$ cat src/rtl/dense_pkg.sv
// dense_pkg: constants and request/state types shared by the dense sequencer and its output drain.
package dense_pkg;
    localparam int N_PE         = 8;
    localparam int LOG_N_PE     = 3;
    localparam int DENSE_PER_GO = N_PE;
    typedef enum logic [1:0] {IDLE, READ, FLUSH} drain_state_e;
    typedef struct packed {
        logic [LOG_N_PE:0] cnt;
        logic [15:0]       blk;
    } dense_req_t;
endpackage

$ cat src/rtl/dense_req_fifo.sv
// dense_req_fifo: small sync FIFO of pending dense requests.
// A push into a full FIFO is accepted when a pop happens in the same cycle; clear wins over pop but not over push.
module dense_req_fifo
    import dense_pkg::*;
#(
    parameter int DEPTH = 2
) (
    input  logic       clk,
    input  logic       rst,
    input  logic       clr_i,
    input  logic       push_i,
    input  logic       pop_i,
    input  dense_req_t din_i,
    output dense_req_t dout_o,
    output logic       full_o,
    output logic       empty_o
);
    localparam int PW = $clog2(DEPTH);
    dense_req_t mem_q [DEPTH];
    logic [PW-1:0] wp_q, wp_d, rp_q, rp_d, wr_idx;
    logic [PW:0] cnt_q, cnt_d;
    logic do_pop, do_push;
    assign full_o  = cnt_q == (PW+1)'(DEPTH);
    assign empty_o = cnt_q == '0;
    assign dout_o  = mem_q[rp_q];
    assign do_pop  = pop_i && !empty_o && !clr_i;
    assign do_push = push_i && (!full_o || do_pop || clr_i);
    assign wr_idx  = clr_i ? '0 : wp_q;
    assign wp_d    = wr_idx + PW'(do_push);
    assign rp_d    = clr_i ? '0 : rp_q + PW'(do_pop);
    assign cnt_d   = clr_i ? (PW+1)'(do_push) : cnt_q + (PW+1)'(do_push) - (PW+1)'(do_pop);
    always_ff @(posedge clk or posedge rst) begin
        if (rst) begin
            wp_q  <= '0;
            rp_q  <= '0;
            cnt_q <= '0;
        end else begin
            wp_q  <= wp_d;
            rp_q  <= rp_d;
            cnt_q <= cnt_d;
        end
    end
    always_ff @(posedge clk) begin
        if (do_push) mem_q[wr_idx] <= din_i;
    end
endmodule

$ cat src/rtl/dense_out_drain.sv
// dense_out_drain: walks PE dense latches for each queued request and writes neurons to blk*N_PE+pe.
// Reads are issued from registered state; writes trail reads by one cycle.
module dense_out_drain
    import dense_pkg::*;
#(
    parameter int DATA_W    = 16,
    parameter int ADDR_W    = 16,
    parameter int REQ_DEPTH = 2
) (
    input  logic                clk,
    input  logic                rst,
    input  logic                layer_start,
    input  logic                latch_i,
    input  logic [LOG_N_PE:0]   latch_cnt_i,
    input  logic [15:0]         latch_blk_i,
    output logic                rd_en_o,
    output logic [LOG_N_PE-1:0] rd_addr_o,
    input  logic [DATA_W-1:0]   rd_data_i,
    output logic                wr_en_o,
    output logic [ADDR_W-1:0]   wr_addr_o,
    output logic [DATA_W-1:0]   wr_data_o,
    output logic                busy_o,
    output logic                q_full_o,
    output logic                drained_o,
    output logic                overflow_o,
    output logic                bad_cnt_o
);
    localparam int CW = LOG_N_PE + 1;
    drain_state_e state_q, state_d;
    logic [LOG_N_PE-1:0] idx_q, idx_d;
    dense_req_t cur_q, cur_d, q_head, lat_req;
    logic legal, last, start_ok, q_empty, pop, bypass, push, drop;
    logic wr_en_q, drained_q, overflow_q, bad_q;
    logic [ADDR_W-1:0] wr_addr_q;
    assign lat_req  = '{cnt: latch_cnt_i, blk: latch_blk_i};
    assign legal    = latch_cnt_i != '0 && latch_cnt_i <= CW'(N_PE);
    assign last     = {1'b0, idx_q} == cur_q.cnt - CW'(1);
    assign start_ok = state_q != READ || last;
    assign pop      = start_ok && !q_empty && !layer_start;
    // An idle engine takes a fresh latch directly instead of routing it through the queue
    assign bypass   = state_q != READ && (q_empty || layer_start) && latch_i && legal;
    assign push     = latch_i && legal && !bypass;
    assign drop     = push && q_full_o && !pop && !layer_start;
    dense_req_fifo #(.DEPTH(REQ_DEPTH)) u_fifo (
        .clk     (clk),
        .rst     (rst),
        .clr_i   (layer_start),
        .push_i  (push),
        .pop_i   (pop),
        .din_i   (lat_req),
        .dout_o  (q_head),
        .full_o  (q_full_o),
        .empty_o (q_empty)
    );
    always_comb begin
        state_d = state_q;
        idx_d   = idx_q;
        cur_d   = cur_q;
        if (pop || bypass) begin
            state_d = READ;
            idx_d   = '0;
            cur_d   = pop ? q_head : lat_req;
        end else if (state_q == READ) begin
            state_d = last ? FLUSH : READ;
            idx_d   = idx_q + LOG_N_PE'(1);
        end else begin
            state_d = IDLE;
        end
    end
    always_ff @(posedge clk or posedge rst) begin
        if (rst) begin
            state_q    <= IDLE;
            idx_q      <= '0;
            cur_q      <= '0;
            wr_en_q    <= 1'b0;
            wr_addr_q  <= '0;
            drained_q  <= 1'b0;
            overflow_q <= 1'b0;
            bad_q      <= 1'b0;
        end else begin
            state_q    <= state_d;
            idx_q      <= idx_d;
            cur_q      <= cur_d;
            wr_en_q    <= rd_en_o;
            wr_addr_q  <= rd_en_o ? ADDR_W'(32'(cur_q.blk) * N_PE + 32'(idx_q)) : wr_addr_q;
            drained_q  <= rd_en_o && last;
            overflow_q <= !layer_start && (overflow_q || drop);
            bad_q      <= (bad_q && !layer_start) || (latch_i && !legal);
        end
    end
    assign rd_en_o    = state_q == READ;
    assign rd_addr_o  = idx_q;
    assign wr_en_o    = wr_en_q;
    assign wr_addr_o  = wr_addr_q;
    assign wr_data_o  = wr_en_q ? rd_data_i : '0;
    assign drained_o  = drained_q;
    assign busy_o     = state_q != IDLE || !q_empty;
    assign overflow_o = overflow_q;
    assign bad_cnt_o  = bad_q;
endmodule

$ cat config.mk
export PLATFORM = sky130hd
export DESIGN_NAME = dense_out_drain
export DESIGN_NICKNAME = d
export VERILOG_FILES = /design/src/rtl/dense_pkg.sv /design/src/rtl/dense_req_fifo.sv /design/src/rtl/dense_out_drain.sv
export SDC_FILE = /design/constraint.sdc
export NUM_CORES = 1
export LEC_CHECK = 0
export CORE_MARGIN = 2
export CORE_UTILIZATION = 25
export DETAILED_ROUTE_END_ITERATION = 16
export GPL_ROUTABILITY_DRIVEN = 0
export HOLD_SLACK_MARGIN = 0.05
export SLEW_MARGIN = 15
export SYNTH_ARGS = -nofsm -noshare
export SYNTH_HDL_FRONTEND = slang
export SYNTH_SLANG_ARGS = --single-unit
$ cat constraint.sdc
create_clock -name clk -period 3.75 [get_ports clk]
set_input_delay 0.5625 -clock clk [delete_from_list [all_inputs] [get_ports clk]]
set_output_delay 0.5625 -clock clk [all_outputs]
set_load 0.05 [all_outputs]
* Yosys cells after proc, flatten, opt, wreduce, memory -nomap -nowiden *
Memory sizes are Yosys's and may differ from the RTL's.
Index checks and enable logic that the tools add are counted.

operators by class
  add/subtract/negate cells = 7
  order comparisons = 1
  eq/ne operators = 4
  multiplexer cells = 12
  reduce and logical (&&, ||, !) cells = 36

operators with widths
  operator             count
  $mux 20              1
  $logic_and 1x1->1    18
  $add 16x3->16        1
  $mux 16              1
  $logic_or 1x1->1     8
  $mux 2               4
  $logic_not 1->1      6
  $mux 3               2
  $eq 3x4->1           1
  $le 4x4->1 const B   1
  $mux 1               4
  $reduce_bool 2->1    2
  $reduce_bool 4->1    1
  $sub 4x1->4 const B  1
  $add 3x1->3 const B  1
  $add 1x1->1          2
  $add 2x1->2          1
  $eq 2x1->1 const B   1
  $eq 2x2->1 const B   1
  $logic_not 2->1      1
  $ne 2x1->1 const B   1
  $sub 2x1->2          1

storage, ports and cells
  flip-flop bits (word level) = 46
  bits in writable memories = 40
  bits of input ports = 40
  memories = 1

memory list
  memory        depth  bits a word  rd ports  clocked after memory_dff  write ports  line                  source
  u_fifo.mem_q  2      20           1         0                         1            dense_req_fifo.sv:19  dense_req_t mem_q [DEPTH];

* Longest topological paths before layout *
  depth after elaboration = 13
  gate-level depth with buffers = 14
  depth with buffers taken out = 12

* Modules after synthesis *
From an unflattened synthesis, not the netlist that was laid out.

unflattened totals
  cell total of the unflattened synthesis = 291
  area total of the unflattened synthesis = 3,860.0 um^2

by module, submodules not included
  module           instances  cells each  area each (um^2)  seq. area each (um^2)
  dense_out_drain  1          202         2,140.8           1,051.0
  dense_req_fifo   1          89          1,719.1           1,301.2

* Least setup slack after synthesis *
No wires, ideal clock.

  path kind = reg-to-reg
  start point = register idx_q[2] (netlist: rd_addr_o[2])
  end point = register u_fifo.cnt_q[1]
  setup time = 0.131 ns
  arrival = 2.636 ns
  slack = 0.982 ns
  cell stages (with the launch flop) = 13
  buffers on the path = 2
  clock period less this slack = 2.768 ns
  cell sequence = dfrtp_1 > xnor2_1 > o31a_1 > or3_1 > buf_2 > a21oi_4 > buf_6 > ha_1 > inv_1 > ha_1 > xor2_1 > xnor2_1 > nor2_1

on the way
  word-level cells in the longest chain between the ends = 12

RTL lines
  element                             line                   source
  start, declared                     dense_out_drain.sv:30  logic [LOG_N_PE-1:0] idx_q, idx_d;
  start signal, assigned              dense_out_drain.sv:82  idx_q <= idx_d;
  $eq 3x4->1 (*)                      dense_out_drain.sv:37  assign last = {1'b0, idx_q} == cur_q.cnt - CW'(1);
  $logic_or 1x1->1 (*)                dense_out_drain.sv:38  assign start_ok = state_q != READ || last;
  $logic_and 1x1->1 (*) (2 in a row)  dense_out_drain.sv:39  assign pop = start_ok && !q_empty && !layer_start;
  $logic_and 1x1->1 (*) (2 in a row)  dense_req_fifo.sv:26   assign do_pop = pop_i && !empty_o && !clr_i;
  $logic_or 1x1->1 (2 in a row)       dense_req_fifo.sv:27   assign do_push = push_i && (!full_o || do_pop || clr_i);
  $logic_and 1x1->1                   dense_req_fifo.sv:27
  $add 2x1->2                         dense_req_fifo.sv:31   assign cnt_d = clr_i ? (PW+1)'(do_push) : cnt_q + (PW+1)'(do_push) - (PW+1)'(do_pop);
  $sub 2x1->2 (*)                     dense_req_fifo.sv:31
  $mux 2 (*)                          dense_req_fifo.sv:31
  via u_fifo.cnt_d[1]                 dense_req_fifo.sv:21   logic [PW:0] cnt_q, cnt_d;
  end signal, assigned                dense_req_fifo.sv:40   cnt_q <= cnt_d;
  end, declared                       dense_req_fifo.sv:21

Mark *: on every way through the listed nets, which the timed path passes. The rest lies on a longest branch.
A chain may end at the register's enable or synchronous reset.

* Worst setup path in the final report *
  start point = register cur_q[16] in the netlist's numbering
  end point = memory u_fifo.mem_q[0][1] in the netlist's numbering, enable pin

on the way
  word-level cells in the longest chain between the ends = 12

RTL lines
  element                         line                   source
  start, declared                 dense_out_drain.sv:31  dense_req_t cur_q, cur_d, q_head, lat_req;
  start signal, assigned          dense_out_drain.sv:83  cur_q <= cur_d;
  $sub 4x1->4                     dense_out_drain.sv:37
  $eq 3x4->1                      dense_out_drain.sv:37
  $logic_or 1x1->1                dense_out_drain.sv:38
  $logic_and 1x1->1 (2 in a row)  dense_out_drain.sv:39
  $logic_and 1x1->1 (2 in a row)  dense_req_fifo.sv:26
  $logic_or 1x1->1 (2 in a row)   dense_req_fifo.sv:27
  $logic_and 1x1->1               dense_req_fifo.sv:27
  $mux 1                          dense_req_fifo.sv:44   if (do_push) mem_q[wr_idx] <= din_i;
  $mux 1 (implied by the code)    dense_req_fifo.sv:44
  end, declared                   dense_req_fifo.sv:19

No other way between the ends.

==> results <==
- The run finished with clean final reports.
- The final cell utilization of the core is roughly a third.
- The final worst setup slack is a little over 1 ns.
- The maximum cell stage delay along the critical path is between 0.4 and 0.5 ns.
- The worst hold path class is register to register.
- The number of iterations in the first detailed-routing pass is 4.
- The cell count after placement is 540.
- The initial antenna violation count came to 0.
- The starting density of the core is between 20 and 30%.
- The maximum operating frequency is 368 MHz.
- The number of fill cells is 1345.
- The standard cell with the maximum stage delay on the critical path is sky130_fd_sc_hd__o31ai_2.
- The top cell types in the final layout, fill and taps aside, are 78 x sky130_fd_sc_hd__clkdlybuf4s50_1, 59 x sky130_fd_sc_hd__nand2_1, 46 x sky130_fd_sc_hd__dfrtp_1.
- Walking the worst path, the cells encountered are inv_1 > ha_1 > xor2_1 > nand2_1 > o31ai_2 > nor3b_1 > nor3_1 > ha_1 > buf_4.
- Measured against its own limit, the worst slew margin works out to 34.1%.
- The cell type with the highest occurrence count on the critical path is sky130_fd_sc_hd__ha_1.
- For this run, the post-layout net count is ~420.
- The root buffer selected by CTS is sky130_fd_sc_hd__clkbuf_16.
- The clock network burns 20.1% of the power.
- The worst hold path was traced through 2 stages.
- The worst-path maximum fanout is 8.
- The number of instances in the synthesized netlist is 286.
- In this run switching power makes up 42.2% of total power.
- The kind of end point of the critical path is a register.
- After clock tree synthesis, the clock-pin slew on the worst setup and hold paths is roughly 0.060 ns.
- The most used flip-flop cell after synthesis is sky130_fd_sc_hd__dfrtp_1.
- The share of total power in sequential cells is slightly above 30%.
- The number of antenna diodes in the final layout is 0.
- Once the clock tree was built, the resizer swapped 0 gates to a different size.
- The library cell used most frequently in the layout, excluding fill and tap cells, is sky130_fd_sc_hd__clkdlybuf4s50_1.
- Counting buffers and inverters, the worst setup path is 9 cells deep.
- The slew at the pin with the worst max-slew slack is about 0.99 ns.
- The share of the yosys chip area belonging to registers is roughly 62%.
- The detailed router finished its first iteration with between 100 and 150 violations.
- After detailed routing, the total wire length is a little over 8000 microns.
- Counting flops with a built-in enable in the synthesized netlist gives 34.
- Clock latency on the worst-skew pair, taken at its later pin, is approximately 0.33 ns.
- The detail route stage leaves a number of antenna-violating nets equal to 0.
- In this run the post-CTS setup repair buffer count came out at 0.
- Clock skew on the completed layout was measured at approximately 0.0065 ns.
- The number of non-filler instances in the completed layout is ~560.
- The floorplan has 43 rows.
- STA classifies the critical path startpoint as a register.
- The worst path uses 72.5% of the clock period.
- The number of buffer cells added on primary ports is slightly below 80.
- The net load switching power is 0.00190 W.
- The average wire per cell in the routed design is ~15 microns.
- Entering global routing, the biggest net connects 47 pins.
- The number of buffers and inverters on the critical path is 2.
- The worst setup path is of the register to register kind.
- The first global-routing pass estimated around 13000 microns of wire.
- The number of hold-repair buffers added at the cts stage is 0.
- After detailed routing, the number of remaining DRC violations is 0.
- Across the run, the number of max-cap violations was 0.
- OpenSTA, run right after detailed placement, puts the worst setup slack at 0.844 ns.
- The number of register bits inferred by synthesis is 80.
- Data on the critical path is required at its endpoint by 3.78 ns.
- The synthesized net count is 332.
- The total standard cell area after synthesis is 0.00348 sq mm.
- The die is around 120 microns tall.
- The power density over the cells is ~930 mW/mm^2.
- The total clock sinks is 80.
- The overall global routing resource usage is a little under an eighth.
- The top cell family by delay on the critical path is adder cells.
- The total CTS buffers is 9.
- Summing over every cut layer, the via total after detailed routing is between 2000 and 2500.
- Subtracting the final worst setup slack from the clock period gives 2.72 ns.
- between 80 and 90 I/O pins were placed.
- The final sum of negative setup slack is 0 ns.
- The mean area per synthesized cell is 12.2 sq um.
- Setup violations remaining at the end of the flow were counted as 0.
- The die covers 0.0149 sq mm.
- The layout overhead on the synthesized area is 38.2%.
- The number of cells on the worst reg-to-reg path is 9.
- STA puts the critical path data arrival time at about 2.8 ns.
- The H-tree was split into 3 levels.
- The clock passes through at most 2 buffers.
- The final number of max-transition violations came to 0.
- The core region is 0.0137 sq mm.
- The mean number of vias per cell is 4.36.
- Detailed placement finished with a half-perimeter wire length of ~5600 microns.
- The via count of the first global-routing pass is around 2500.
- The x dimension of the die is 122 microns.
- The worst-case IR drop observed on VDD is ~0.34 mV.
- The number of distinct standard cells referenced by the synthesized netlist is 35.
- Combinational logic burns 48.7% of the power.
- The cell internal power dissipation is 0.00260 W.
- The total number of yosys warnings is 0.
- TritonCTS built the clock tree.
- Of the cells placed in the final design, the portion with a size suffix greater than 1 is around a tenth.
- Setup repair after global routing left no endpoint under its margin.
- The final-report hold violation count was 0.
- For this design the static power due to leakage is about 1.9 nW.
- Of all flip-flops after synthesis, the portion carrying an async set or reset was a little under three fifths.
- After global routing the overflow that remains totals 0.
final timing paths:
check | startpoint | to | slack, ns
worst min-delay path | cur_q[12]$_DFFE_PP0P_ | wr_addr_o[15]$_DFFE_PP0P_ | 0.47
worst min register to register | cur_q[12]$_DFFE_PP0P_ | wr_addr_o[15]$_DFFE_PP0P_ | 0.47
worst max register to register | cur_q[16]$_DFFE_PP0P_ | u_fifo.mem_q[0][1]$_DFFE_PP_ | 1.03
worst max-delay path | cur_q[16]$_DFFE_PP0P_ | u_fifo.mem_q[0][1]$_DFFE_PP_ | 1.03
max in group asynchronous | rst | u_fifo.rp_q$_DFF_PP0_ | 2.34
min in group asynchronous | rst | wr_addr_o[9]$_DFFE_PP0P_ | 0.79
worst reg2reg max path, stage by stage (launching register included):
cell and delay [ns]:
sky130_fd_sc_hd__dfrtp_1 0.43, sky130_fd_sc_hd__inv_1 0.07, sky130_fd_sc_hd__ha_1 0.30, sky130_fd_sc_hd__xor2_1 0.13, sky130_fd_sc_hd__nand2_1 0.09, sky130_fd_sc_hd__o31ai_2 0.45
sky130_fd_sc_hd__nor3b_1 0.10, sky130_fd_sc_hd__nor3_1 0.38, sky130_fd_sc_hd__ha_1 0.27, sky130_fd_sc_hd__buf_4 0.21
flip-flops by register name, summed over array words and instances (netlist names), 2 cells and up:
name / cells
u_fifo.cnt_q: 2
u_fifo.mem_q: 34
rd_addr_o: 3
state_q: 2
wr_addr_o: 16
cur_q: 17
power groups by stage:
stage / combinational, W / clock [W] / sequential [W]
floorplan: 0.00119 / 0 / 0.00172
global placement: 0.00217 / 0 / 0.00141
detailed placement: 0.00221 / 0 / 0.00142
CTS: 0.00221 / 0.000925 / 0.00141
global route: 0.00237 / 0.000967 / 0.00145
finish: 0.00219 / 0.000905 / 0.00140
metal layers:
metal	track usage (%)	part of all wire (%)
met1	13.2	41
met2	19.8	49
met3	3.65	7.6
met4	5.82	2.6
met5	0	0
layout make-up:
class	count	area, sq um	share of cell area, %
clock buffer	12	236	4.92
clock inverter	4	68.8	1.43
inverter	12	45.0	0.937
multi-input combinational	180	1200	25.0
sequential	80	2170	45.2
tap	180	225	4.69
timing repair buffer	88	856	17.8
kinds of logic after synthesis:
group,count (synthesis),synth area share (%)
AOI/OAI and AO/OA,31,7.23
xor gates and xnor gates,6,1.51
and+or+nand+nor,104,13.6
buffers and inverters,26,3.13
adders and majority gates,6,2.16
DFF,80,62.4
muxes,33,9.93
Yosys cell counts (3+ instances only):
library cell / instances / share of area (%)
sky130_fd_sc_hd__ha_1: 6 / 2.2
sky130_fd_sc_hd__inv_1: 11 / 1.2
sky130_fd_sc_hd__mux2i_1: 21 / 6.0
sky130_fd_sc_hd__edfxtp_1: 34 / 29
sky130_fd_sc_hd__nor2_1: 10 / 1.1
sky130_fd_sc_hd__and3_1: 4 / 0.72
sky130_fd_sc_hd__and2_1: 17 / 3.1
sky130_fd_sc_hd__a21oi_1: 8 / 1.2
sky130_fd_sc_hd__dfrtp_1: 46 / 33
sky130_fd_sc_hd__xor2_1: 4 / 1.0
sky130_fd_sc_hd__a221o_1: 10 / 2.9
sky130_fd_sc_hd__clkbuf_1: 9 / 0.97
sky130_fd_sc_hd__nand2_1: 59 / 6.4
sky130_fd_sc_hd__mux2_2: 12 / 3.9
sky130_fd_sc_hd__buf_2: 3 / 0.43
sky130_fd_sc_hd__nor3_1: 5 / 0.72
per-stage QoR:
step                total power, W  cell area (sq um)  hold WS [ns]
floorplan                  0.00291               3480         0.438
global placement           0.00358               4500         0.460
detailed placement         0.00363               4500         0.459
CTS                        0.00455               4810         0.474
global route               0.00479               4810         0.490
finish                     0.00449               4810         0.469
Note: power is estimated with default switching activity, not from simulation.
